File: src/rtl/sram_ctrl_pkg.sv
// Shared types for the Wishbone-to-asynchronous-SRAM controller:
// the access-sequence states and the bundle of SRAM pin controls.
package sram_ctrl_pkg;

  localparam int SRAM_BE_WIDTH = 4;

  typedef enum logic [2:0] {
    IDLE,
    RD,
    WR_SETUP,
    WR_PULSE,
    WR_HOLD,
    DONE
  } state_t;

  typedef struct packed {
    logic                     ce_n;
    logic                     oe_n;
    logic                     we_n;
    logic [SRAM_BE_WIDTH-1:0] be_n;
    logic                     data_t;
  } sram_ctrl_t;

  // Chip deselected, all lanes off, pad released.
  localparam sram_ctrl_t SRAM_CTRL_IDLE = '{
    ce_n:   1'b1,
    oe_n:   1'b1,
    we_n:   1'b1,
    be_n:   {SRAM_BE_WIDTH{1'b1}},
    data_t: 1'b1
  };

endpackage

File: src/rtl/sram_controller.sv
// Wishbone classic slave that turns single read/write cycles into timed
// accesses to one external asynchronous 32-bit SRAM; every output is registered.
module sram_controller
  import sram_ctrl_pkg::*;
#(
  parameter int DATA_WIDTH         = 32,
  parameter int ADDR_WIDTH         = 32,
  parameter int SRAM_ADDR_WIDTH    = 20,
  parameter int SRAM_DATA_WIDTH    = 32,
  parameter int READ_WAIT_CYCLES   = 2,
  parameter int WRITE_PULSE_CYCLES = 2
) (
  input  logic                         clk_i,
  input  logic                         rst_ni,
  input  logic                         wb_cyc_i,
  input  logic                         wb_stb_i,
  output logic                         wb_ack_o,
  input  logic [ADDR_WIDTH-1:0]        wb_adr_i,
  input  logic [DATA_WIDTH-1:0]        wb_dat_i,
  output logic [DATA_WIDTH-1:0]        wb_dat_o,
  input  logic [DATA_WIDTH/8-1:0]      wb_sel_i,
  input  logic                         wb_we_i,
  output logic [SRAM_ADDR_WIDTH-1:0]   sram_addr_o,
  input  logic [SRAM_DATA_WIDTH-1:0]   sram_data_i,
  output logic [SRAM_DATA_WIDTH-1:0]   sram_data_o,
  output logic                         sram_data_t_o,
  output logic                         sram_ce_n_o,
  output logic                         sram_oe_n_o,
  output logic                         sram_we_n_o,
  output logic [SRAM_DATA_WIDTH/8-1:0] sram_be_n_o
);

  localparam int WAIT_MAX = (READ_WAIT_CYCLES > WRITE_PULSE_CYCLES) ?
                            READ_WAIT_CYCLES : WRITE_PULSE_CYCLES;
  localparam int CNT_W    = $clog2(WAIT_MAX + 1);

  localparam logic [CNT_W-1:0] RD_LAST = CNT_W'(READ_WAIT_CYCLES - 1);
  localparam logic [CNT_W-1:0] WR_LAST = CNT_W'(WRITE_PULSE_CYCLES - 1);

  state_t           state;
  sram_ctrl_t       ctrl;
  logic [CNT_W-1:0] wait_cnt;

  // Byte offset and bits above the SRAM size are dropped, so accesses wrap.
  logic unused_adr;
  assign unused_adr = ^{wb_adr_i[ADDR_WIDTH-1:SRAM_ADDR_WIDTH+2], wb_adr_i[1:0]};

  assign sram_ce_n_o   = ctrl.ce_n;
  assign sram_oe_n_o   = ctrl.oe_n;
  assign sram_we_n_o   = ctrl.we_n;
  assign sram_be_n_o   = ctrl.be_n;
  assign sram_data_t_o = ctrl.data_t;

  // Controls are written on entry to each state so the pins change together
  // with the state register; reads never drive the pad, so OE and a driven
  // pad cannot overlap.
  always_ff @(posedge clk_i) begin
    if (!rst_ni) begin
      state       <= IDLE;
      ctrl        <= SRAM_CTRL_IDLE;
      wait_cnt    <= '0;
      wb_ack_o    <= 1'b0;
      wb_dat_o    <= '0;
      sram_addr_o <= '0;
      sram_data_o <= '0;
    end else begin
      wb_ack_o <= 1'b0;
      unique case (state)
        IDLE: begin
          if (wb_cyc_i && wb_stb_i) begin
            sram_addr_o <= wb_adr_i[SRAM_ADDR_WIDTH+1:2];
            sram_data_o <= wb_dat_i;
            wait_cnt    <= '0;
            if (wb_we_i) begin
              state <= WR_SETUP;
              ctrl  <= '{ce_n: 1'b0, oe_n: 1'b1, we_n: 1'b1,
                         be_n: ~wb_sel_i, data_t: 1'b0};
            end else begin
              state <= RD;
              ctrl  <= '{ce_n: 1'b0, oe_n: 1'b0, we_n: 1'b1,
                         be_n: ~wb_sel_i, data_t: 1'b1};
            end
          end
        end
        RD: begin
          if (wait_cnt == RD_LAST) begin
            wb_dat_o <= sram_data_i;
            wb_ack_o <= wb_cyc_i;
            ctrl     <= SRAM_CTRL_IDLE;
            wait_cnt <= '0;
            state    <= DONE;
          end else begin
            wait_cnt <= wait_cnt + CNT_W'(1);
          end
        end
        WR_SETUP: begin
          ctrl.we_n <= 1'b0;
          wait_cnt  <= '0;
          state     <= WR_PULSE;
        end
        WR_PULSE: begin
          if (wait_cnt == WR_LAST) begin
            ctrl.we_n <= 1'b1;
            wait_cnt  <= '0;
            state     <= WR_HOLD;
          end else begin
            wait_cnt <= wait_cnt + CNT_W'(1);
          end
        end
        WR_HOLD: begin
          // An aborted master still gets a complete write, just no ack.
          wb_ack_o <= wb_cyc_i;
          ctrl     <= SRAM_CTRL_IDLE;
          state    <= DONE;
        end
        DONE: begin
          state <= IDLE;
        end
        default: begin
          ctrl  <= SRAM_CTRL_IDLE;
          state <= IDLE;
        end
      endcase
    end
  end

endmodule
File: config.mk
export PLATFORM = sky130hd
export DESIGN_NAME = sram_controller
export DESIGN_NICKNAME = d
export VERILOG_FILES = /design/src/rtl/sram_ctrl_pkg.sv /design/src/rtl/sram_controller.sv
export SDC_FILE = /design/constraint.sdc
export NUM_CORES = 1
export LEC_CHECK = 0
export ABC_AREA = 1
export BUFFER_PORTS_ARGS = -buffer_cell sky130_fd_sc_hd__buf_2
export CORE_ASPECT_RATIO = 2
export CORE_MARGIN = 4
export CORE_UTILIZATION = 30
export DETAILED_ROUTE_END_ITERATION = 10
export SLEW_MARGIN = 20
export SYNTH_ARGS = -nofsm -noshare
export SYNTH_HDL_FRONTEND = slang
export SYNTH_SLANG_ARGS = --single-unit
File: constraint.sdc
create_clock -name clk_i -period 1.2 [get_ports clk_i]
set_clock_uncertainty 0.1 [all_clocks]
set_input_delay 0.12 -clock clk_i [delete_from_list [all_inputs] [get_ports clk_i]]
set_output_delay 0.12 -clock clk_i [all_outputs]
set_load 0.03 [all_outputs]
Yosys cells after proc, flatten, opt, wreduce, memory -nomap -nowiden

Cells that the tools add are included.
Widths: inputs -> output; s select.

Logic and storage cells: 52
Output and inout bits: 93
Register bits: 98
Input port bits: 105

Reduce and logical (&&, ||, !) cells: 11
Bitwise gates (word level): 3
Eq/ne operators: 9
Multiplexer cells: 17
Add/sub/neg operators: 1

Operator list:

| cell                | number |
|---|---|
| $mux 8              | 2 |
| $pmux 3 s5          | 1 |
| $pmux 5 s3          | 1 |
| $pmux 2 s3          | 2 |
| $mux 3              | 3 |
| $mux 7              | 1 |
| $eq 3x2->1 const B  | 2 |
| $eq 3x3->1 const B  | 2 |
| $mux 2              | 3 |
| $ne 2x2->1 const B  | 3 |
| $reduce_and 2->1    | 3 |
| $reduce_and 3->1    | 2 |
| $pmux 1 s5          | 1 |
| $not 4->4           | 1 |
| $reduce_and 4->1    | 1 |
| $eq 3x1->1 const B  | 1 |
| $logic_not 3->1     | 1 |
| $reduce_bool 3->1   | 1 |
| $reduce_or 3->1     | 1 |
| $add 2x1->2 const B | 1 |
| $eq 2x1->1 const B  | 1 |
| $mux 1              | 2 |
| $not 1->1           | 2 |
| $pmux 1 s2          | 1 |
| 2 further kinds     | 2 |

Longest topological paths before layout

Word-level depth: 4
Depth in mapped cells: 8
Mapped depth without buffers: 7

Worst setup path after synthesis

Ideal clock, no wire load.

Kind: register -> register
From: reg state[0]
To: reg wb_dat_o[11]
Period minus slack after synthesis: 1.267 ns
Setup slack: -0.067 ns
Arrival: 1.051 ns
Setup time: 0.116 ns
Stages on the path, launching flop included: 9
Required time: 0.984 ns
Buffers on the path: 1
Cell sequence: dfxtp_1 > inv_2 > nor2_4 > nand2_2 > nor2_4 > inv_2 > buf_2 > nor2_1 > nor2_1

Word-level cells in the longest chain between the ends: 2

Ends and longest elaborated chain:

| element                    | line                  | text |
|---|---|---|
| from (decl)                | sram_controller.sv:40 | `state_t state;` |
| from (signal assigned)     | sram_controller.sv:59 | `state <= IDLE;` |
| from (signal assigned)     | sram_controller.sv:75 | `state <= WR_SETUP;` |
| from (signal assigned)     | sram_controller.sv:79 | `state <= RD;` |
| $eq 3x1->1                 | sram_controller.sv:68 | `unique case (state)` |
| $reduce_and 2->1 (no line) | n/a                   |  |
| to (signal assigned)       | sram_controller.sv:87 | `wb_dat_o <= sram_data_i;` |
| to (decl)                  | sram_controller.sv:20 | `output logic [DATA_WIDTH-1:0] wb_dat_o,` |

No other way between the ends.
A chain may end at the register's enable or synchronous reset.

Worst setup path in the final report

From: reg state[1]
To: reg sram_addr_o[16]

Word-level cells in the longest chain between the ends: 2

Ends and longest elaborated chain:

| element                    | line                  | text |
|---|---|---|
| $logic_not 3->1            | sram_controller.sv:68 |  |
| $reduce_and 2->1 (no line) | n/a                   |  |
| to (signal assigned)       | sram_controller.sv:71 | `sram_addr_o <= wb_adr_i[SRAM_ADDR_WIDTH+1:2];` |
| to (decl)                  | sram_controller.sv:23 | `output logic [SRAM_ADDR_WIDTH-1:0] sram_addr_o,` |

No other way between the ends.

==> qor.yml <==
vdd_drop_max_mv: 1.161
crit_top_cell: "nor2_4"
place_congestion: 0.7905
whs_path_depth: 4
net-switching-power_mw: 3.699
ys_seq_area_frac: 0.5527
drc: 0
cp_max_fo: 11
htreeDepth: 3
clk_latency_ns: 0.34
dieArea_sq_um: 13740
syn_inst: 454
grt_pass1_vias: 4258
crit_family: "simple AND/OR/NAND/NOR gates"
vias: 4155
cap_violations: 0
synth_seq_cells: 98
cp-start-kind: "register"
final_layout_size_suffix_gt1_frac: 0.4210
grtUsageTotal: 0.1791
nNetsFinal: 853
hp-class: "input pin to register"
period_share: 1.147
yosys_warnings: 0
wl_per_cell_um: 14.73
slew_headroom: 0.7843
reg2regPathDepth: 7
cts_buffers: 9
antenna_left: 0
cts_tree: "done"
start_util: 0.3052
clockBufferDepth: 2
syn_nets: 559
r2r_end: "sram_addr_o[16]"
grt_antenna_before_repair: 0
rsz0062_at_grt: "true"
cts.sinks: 98
final_util: 0.5546
place_ws_ns: -0.2169
place_hpwl_um: 8201
yosys.cell_types.count: 17
p_leak_nw: 3.132
tightest_slew_ns: 0.3235
grt_pass1_wl_um: 19770
diodes: 0
cp.buffers_inverters: 2
timing_worst_setup_path_type: "register to register"
status: "finished with violations"
cp_cell_sequence: "nor2_4 > nand2_2 > nor2_4 > buf_12 > clkbuf_16 > o21ai_1 > nor2_1"
end_kind: "register"
drt_wl_total_um: 13230
setup-tns-final_ns: -10.15
reg2reg_slack_ns: -0.18
postSynthAreaPerCell_sq_um: 7.819
layout_setup_ws_ns: -0.1762
crit_arrival_ns: 1.55
root_buffer: "clkbuf_16"
violations: "negative setup slack"
dr.pass1.iters: 4
fin_crit_ns: 1.376
power.density_nw_per_um2: 1638
clk_pin_slew_ns: 0.07
overflow: 0
syn_area_sq_um: 3550
min_from: "wb_sel_i[1]"
syn_to_final_growth_pct: 81.74
p_int_mw: 6.869
drt_iter0_drc: 111
cp_slowest_cell: "dfxtp_4"
max_freq_mhz: 726.6
holdWs_ns: 0.02403
die_y_um: 161.8
drv_slew: 0
pwr-share-seq: 0.375
r2r_start: "state[1]"
power_mw: 10.57
p_sw_frac: 0.3500
combPwrFrac: 0.341
grt_max_degree: 53
crit_required_ns: 1.37
rows: 56
die_w_um: 84.92
whs_endpoint: "sram_be_n_o[1]"
hold_viol_final: 0
ioPinCount: 198
slowest_delay_ns: 0.36
fillers: 1026
post_drt_via_cell_ratio: 4.627
setup_viol: 97
portBuffers: 185
core_sq_um: 11630
clkPwrFrac: 0.284
## layout make-up
cell class                 count  area (sq um)  share of cell area
clock buffer                  10         239.0             0.03704
clock inverter                 6         72.57             0.01125
inverter                       8         52.55            0.008146
multi-input combinational    319          1638              0.2539
sequential                    98          1972              0.3057
tap                          145         181.4             0.02812
timing repair buffer         312          2296              0.3559
## placed cells by master, fill, tap and decap left out, drive strengths merged, types with 2 or more instances in the layout
cell type / n
a21oi: 4
buf: 221
clkbuf: 15
clkinv: 2
dfxtp: 98
dlygate4sd3: 86
inv: 10
nand2: 22
nand3: 22
nand4: 7
nor2: 177
o21ai: 87
## stage by stage
stage | std cells | instance area [sq um]
6_report | 898 | 6451
5_1_grt | 898 | 6451
2_1_floorplan | 454 | 3585
3_5_place_dp | 778 | 4706
3_3_place_gp | 778 | 4706
4_1_cts | 892 | 6138
## synthesized netlist by cell type, drive strengths merged
cell type / number / area share
nand4: 7 / 0.012
buf: 21 / 0.041
dfxtp: 98 / 0.55
inv: 8 / 0.0085
clkbuf: 8 / 0.0085
o21ai: 87 / 0.12
nor2: 177 / 0.19
nand3: 22 / 0.031
a21oi: 4 / 0.0056
nand2: 22 / 0.024
## worst max path at each step
| stage | depth (start not counted) | from | endpoint | slack, ns |
|---|---|---|---|---|
| after floorplan | 8 | state[0] | wb_dat_o[22] | -0.06 |
| after global placement | 7 | state[0] | wb_dat_o[6] | -0.18 |
| after detailed placement | 6 | state[0] | sram_data_o[10] | -0.22 |
| after CTS | 8 | state[0] | wb_dat_o[28] | -0.14 |
| after global routing | 7 | state[1] | sram_data_o[16] | -0.23 |
| final | 7 | state[1] | sram_addr_o[16] | -0.18 |
## routing by layer
layer | GRT usage | up-vias | share of wire
li1 | - | 2056 | -
met1 | 0.1737 | 1898 | 0.35
met2 | 0.3455 | 165 | 0.56
met3 | 0.03299 | 36 | 0.048
met4 | 0.09726 | 0 | 0.038
met5 | 0 | - | 0
## flip-flops by register name (all words and copies together) (netlist names)
name and flops:
sram_addr_o 20, state 3, wb_dat_o 32, sram_ce_n_o 1, sram_data_t_o 1, wait_cnt 2
sram_we_n_o 1, sram_data_o 32, sram_be_n_o 4, sram_oe_n_o 1, wb_ack_o 1
## power groups by stage
stage / clock [mW] / combinational (mW) / sequential (mW)
2_1_floorplan: 0 / 1.03 / 4.75
3_3_place_gp: 0 / 2.70 / 3.96
3_5_place_dp: 0 / 2.73 / 3.97
4_1_cts: 3.07 / 3.26 / 3.93
5_1_grt: 3.20 / 3.87 / 4.01
6_report: 3.00 / 3.60 / 3.97
## repair_timing
item	CTS	global route
gates cloned	2	5
hold endpoints to repair	86	0
pin swaps	5	33
gates resized for setup	66	85
hold buffers	86	0
setup buffers	10	3
setup endpoints to repair	95	98
## logic make-up after synthesis
logic type | Yosys count | share of synthesized area
compound gates | 91 | 0.1283
buf+inv | 37 | 0.05745
flops | 98 | 0.5527
simple gates | 228 | 0.2615
## tightest hold or removal path, delay by kind of cell
kind	cells	cell delay, ns
and+or+nand+nor	3	0.21
buffers and inverters	1	0.08
Note: power is estimated with default switching activity, not from simulation.
